[config.mk]
export PLATFORM = sky130hd
export DESIGN_NAME = rs232_rx
export DESIGN_NICKNAME = d
export VERILOG_FILES = /design/src/rtl/rs232_rx.sv
export SDC_FILE = /design/constraint.sdc
export NUM_CORES = 1
export LEC_CHECK = 0
export ABC_AREA = 1
export CAP_MARGIN = 40
export CORE_MARGIN = 2
export CORE_UTILIZATION = 30
export CTS_BUF_LIST = sky130_fd_sc_hd__clkbuf_16
export DETAILED_ROUTE_END_ITERATION = 8
export GPL_TIMING_DRIVEN = 0
export PLACE_DENSITY = 0.53
export RECOVER_POWER = 100
export SLEW_MARGIN = 20
export SYNTH_ARGS = -nofsm -noshare
export SYNTH_HDL_FRONTEND = slang
export SYNTH_SLANG_ARGS = --single-unit
[constraint.sdc]
create_clock -name clk -period 2.6 [get_ports clk]
set_clock_uncertainty 0.1 [all_clocks]
set_input_delay 0.39 -clock clk [delete_from_list [all_inputs] [get_ports clk]]
set_output_delay 0.39 -clock clk [all_outputs]
set_load 0.01 [all_outputs]
[src/rtl/rs232_rx.sv]
// 8N1 asynchronous serial receiver with a valid/ack byte handshake.
// Flags framing errors (stop bit low) and overrun (byte lands while unread).
module rs232_rx #(
    parameter int unsigned CLKS_PER_BIT = 16,
    parameter int unsigned SYNC_STAGES  = 2
) (
    input  logic       clk,
    input  logic       rst,
    input  logic       UART_RX,
    input  logic       ack,
    output logic [7:0] data,
    output logic       valid,
    output logic       receiving,
    output logic       frame_err,
    output logic       uart_ovf
);

    localparam int unsigned CNT_W = $clog2(CLKS_PER_BIT);
    localparam int unsigned HALF  = CLKS_PER_BIT / 2;

    typedef enum logic [2:0] {
        S_IDLE,
        S_START,
        S_DATA,
        S_STOP,
        S_BREAK
    } state_t;

    state_t                 state_q, state_d;
    logic [SYNC_STAGES-1:0] sync_q, sync_d;
    logic [CNT_W-1:0]       cnt_q, cnt_d;
    logic [2:0]             bit_q, bit_d;
    logic [7:0]             shift_q, shift_d;
    logic                   load_q, load_d;
    logic [7:0]             data_q, data_d;
    logic                   valid_q, valid_d;
    logic                   frame_err_q, frame_err_d;
    logic                   uart_ovf_q, uart_ovf_d;
    logic                   rxs;
    logic                   bit_tick;

    assign rxs      = sync_q[SYNC_STAGES-1];
    assign bit_tick = (cnt_q == CNT_W'(CLKS_PER_BIT - 1));

    always_comb begin
        sync_d      = {sync_q[SYNC_STAGES-2:0], UART_RX};
        state_d     = state_q;
        cnt_d       = cnt_q;
        bit_d       = bit_q;
        shift_d     = shift_q;
        load_d      = 1'b0;
        data_d      = data_q;
        valid_d     = valid_q;
        frame_err_d = 1'b0;
        uart_ovf_d  = 1'b0;

        if (ack) begin
            valid_d = 1'b0;
        end
        // A byte load overrides a coincident ack; overrun only if nobody took the old byte.
        if (load_q) begin
            data_d     = shift_q;
            valid_d    = 1'b1;
            uart_ovf_d = valid_q && !ack;
        end

        case (state_q)
            S_IDLE: begin
                if (!rxs) begin
                    state_d = S_START;
                    cnt_d   = '0;
                end
            end
            S_START: begin
                if (cnt_q == CNT_W'(HALF - 1)) begin
                    cnt_d = '0;
                    if (rxs) begin
                        state_d = S_IDLE;
                    end else begin
                        state_d = S_DATA;
                        bit_d   = 3'd0;
                    end
                end else begin
                    cnt_d = cnt_q + CNT_W'(1);
                end
            end
            S_DATA: begin
                if (bit_tick) begin
                    cnt_d   = '0;
                    shift_d = {rxs, shift_q[7:1]};
                    bit_d   = bit_q + 3'd1;
                    if (bit_q == 3'd7) begin
                        state_d = S_STOP;
                    end
                end else begin
                    cnt_d = cnt_q + CNT_W'(1);
                end
            end
            S_STOP: begin
                // Leave at mid-stop so the next start edge is seen without dead time.
                if (bit_tick) begin
                    cnt_d = '0;
                    if (rxs) begin
                        load_d  = 1'b1;
                        state_d = S_IDLE;
                    end else begin
                        frame_err_d = 1'b1;
                        state_d     = S_BREAK;
                    end
                end else begin
                    cnt_d = cnt_q + CNT_W'(1);
                end
            end
            S_BREAK: begin
                if (rxs) begin
                    state_d = S_IDLE;
                end
            end
            default: begin
                state_d = S_IDLE;
            end
        endcase
    end

    always_ff @(posedge clk or posedge rst) begin
        if (rst) begin
            state_q     <= S_IDLE;
            sync_q      <= '1;
            cnt_q       <= '0;
            bit_q       <= '0;
            shift_q     <= '0;
            load_q      <= 1'b0;
            data_q      <= '0;
            valid_q     <= 1'b0;
            frame_err_q <= 1'b0;
            uart_ovf_q  <= 1'b0;
        end else begin
            state_q     <= state_d;
            sync_q      <= sync_d;
            cnt_q       <= cnt_d;
            bit_q       <= bit_d;
            shift_q     <= shift_d;
            load_q      <= load_d;
            data_q      <= data_d;
            valid_q     <= valid_d;
            frame_err_q <= frame_err_d;
            uart_ovf_q  <= uart_ovf_d;
        end
    end

    assign receiving = (state_q != S_IDLE);
    assign data      = data_q;
    assign valid     = valid_q;
    assign frame_err = frame_err_q;
    assign uart_ovf  = uart_ovf_q;

endmodule

==> summary.md <==
| Metric | Value |
|---|---|
| Grt ovf | `0` |
| Leak pwr | `approximately 0.90 nW` |
| Area growth, synth to finish | `25.8%` |
| Drt first pass iters | `4` |
| Post-DP HPWL | `roughly 1.9 mm` |
| CTS Sinks | `32` |
| Slew Limit Fails | `0` |
| Crit start category | `flop` |
| # diodes | `0` |
| Ys async rst share | `1.00` |
| Site Rows | `24` |
| Antenna-violating nets left | `0` |
| Share of the synthesized area in the top cell type | `0.539` |
| WL/cell | `11.1 um` |
| Critical Path AT | `1.60 ns` |
| Setup Buffers After CTS | `0` |
| Mapped Cells | `about 160` |
| CP Capture Type | `primary output` |
| Count leader, synth | `nand2_1` |
| Clock H-tree levels | `2` |
| PD cells | `slightly below 900 nW/um^2` |
| Final Cycle Share | `0.804` |
| Worst slew pin tran | `1.19 ns` |
| Largest cells by area after synthesis | `dfrtp_1 54%, nand2_1 12%, o21ai_0 5.4%, nand3_1 5.0%, inv_1 4.8%` |
| Final hold vios | `0` |
| Area of the core | `~4400 sq um` |
| Status | `complete, no violations` |
| Seq/Total Area, Yosys | `0.576` |
| Syn Nets | `around 160` |
| Worst setup margin | `0.509 ns` |
| Area of the mapped netlist | `1390 sq um` |
| Vias in the first global route | `1061` |
| RSZ-0062 raised after global routing | `false` |
| Routability congestion estimate | `0.752` |
| Die width | `roughly 70 um` |
| Clock-pin slew on the worst setup and hold paths | `~0.05 ns` |
| Largest net degree at the start of global routing | `33` |
| Worst-Skew Late Latency | `approximately 0.27 ns` |
| Via density | `4.68` |
| CTS tree | `yes` |
| Share of cells above drive strength 1 | `0.0726` |
| Final nets | `185` |
| Total global-route track usage | `0.116` |
| Max Root-Sink Buffers | `2` |
| Cts bufs inserted | `5` |
| Initial Util | `0.316` |
| CP Class | `reg -> out` |
| Synth top cells by count | `45 x nand2_1, 30 x dfrtp_1, 18 x inv_1` |
| HP Class | `reg -> reg` |
| F_max | `0.478 GHz` |
| Synth warnings | `0` |
| DR DRC count | `0` |
| Final setup TNS | `0 ns` |
| Number of synthesized flops with an enable pin | `0` |
| Worst VDD drop | `295 uV` |
| # hold bufs at CTS | `0` |
| Via count | `1082` |
| CP required | `about 2.1 ns` |
| First-pass GRT wire length | `4.62 mm` |
| Post-CTS resize count | `0` |
| Fin crit period | `between 2 and 2.5 ns` |
| Area leader, netlist | `dfrtp_1` |
| Crit-path max FO | `8` |
| Setup WS pre-CTS | `between 0.9 and 1 ns` |
| Final count of negative-setup-slack endpoints | `0` |
| Synth cell types | `20` |
| Dominant synthesized flop cell | `dfrtp_1` |
| Synth Area per Inst | `8.93 sq um` |
| Initial DRC count | `75` |
| Clk root buf | `clkbuf_16` |
| PortBufs | `15` |
| WL final | `2.58 mm` |
| Slew headroom | `0.209` |
| Die area | `5210 sq um` |
| Post-synthesis register bit count | `32` |
| IO Count | `16` |
| Initial antenna violation count | `0` |
| Die Ht | `between 70 and 80 um` |
| MaxCap Viol Count | `0` |
[layout by cell type (no fill, tap or decap), drive strengths merged]
cell	n
a21oi	3
nor2	16
inv	19
nand2	46
bufinv	1
dfstp	2
xor2	1
clkdlybuf4s50	1
dlygate4sd3	14
dfrtp	30
nand4	1
nand3	15
buf	2
mux2i	1
nor4	1
clkbuf	6
clkinv	1
o21ai	15
ha	3
nor3	1
[worst max-delay path: stages, from the launching register on]
cell           delay (ns)
dfrtp_1              0.37
buf_6                0.13
nor2_1               0.16
nand2_1              0.07
dlygate4sd3_1        0.61
[per-stage QoR]
stage	instances	hold WS, ns	power [mW]	cell area (sq um)	utilization
CTS	231	0.255	1.60	1770	0.402
global placement	223	0.247	0.922	1610	0.365
detailed placement	223	0.247	0.937	1610	0.365
global route	231	0.261	1.65	1750	0.397
floorplan	156	0.245	0.851	1390	-
finish	231	0.254	1.55	1750	0.397
[routing by layer]
metal / routed length (um) / up-vias / GRT usage
met5: 0 / - / 0
met3: 140 / 4 / 0.0458
met1: 1140 / 516 / 0.135
li1: - / 541 / -
met4: 35 / 0 / 0.0440
met2: 1260 / 21 / 0.194
[state kept, by name, summed over array words and instances (netlist names)]
| signal | flops |
|---|---|
| data | 8 |
| state_q | 3 |
| valid | 1 |
| sync_q | 2 |
| uart_ovf | 1 |
| shift_q | 8 |
| cnt_q | 4 |
| load_q | 1 |
| frame_err | 1 |
| bit_q | 3 |
[logic make-up after synthesis]
kind of cell               Yosys count  share of synthesized area
and+or+nand+nor                     80                      0.251
DFF                                 32                      0.576
buffers and inverters               21                     0.0673
muxes                                1                    0.00718
adders and majority gates            3                     0.0269
AOI/OAI and AO/OA                   18                     0.0646
xor gates and xnor gates             1                    0.00628
[report_power, final]
group	internal [mW]	switching, mW	leakage, nW
clock	0.446	0.199	0.0850
combinational	0.119	0.197	0.380
sequential	0.543	0.0446	0.434
[layout make-up]
| class | count | area [sq um] |
|---|---|---|
| buffer | 3 | 26.3 |
| clock buffer | 5 | 125 |
| clock inverter | 3 | 38.8 |
| fill | 435 | 2660 |
| inverter | 18 | 67.6 |
| multi-input combinational | 103 | 477 |
| sequential | 32 | 803 |
| tap | 52 | 65.1 |
| timing repair buffer | 15 | 150 |
[path summary, 6_finish.rpt]
check,startpoint,endpoint,slack [ns],depth (start not counted)
max reg2reg,cnt_q[0],shift_q[5],0.69,5
max,state_q[1],receiving,0.51,4
min in group asynchronous,rst,data[2],0.78,2
min reg2reg,sync_q[0],sync_q[1],0.25,0
max in group asynchronous,rst,bit_q[0],0.91,2
min,sync_q[0],sync_q[1],0.25,0
Power figures use the tool's default switching activity.
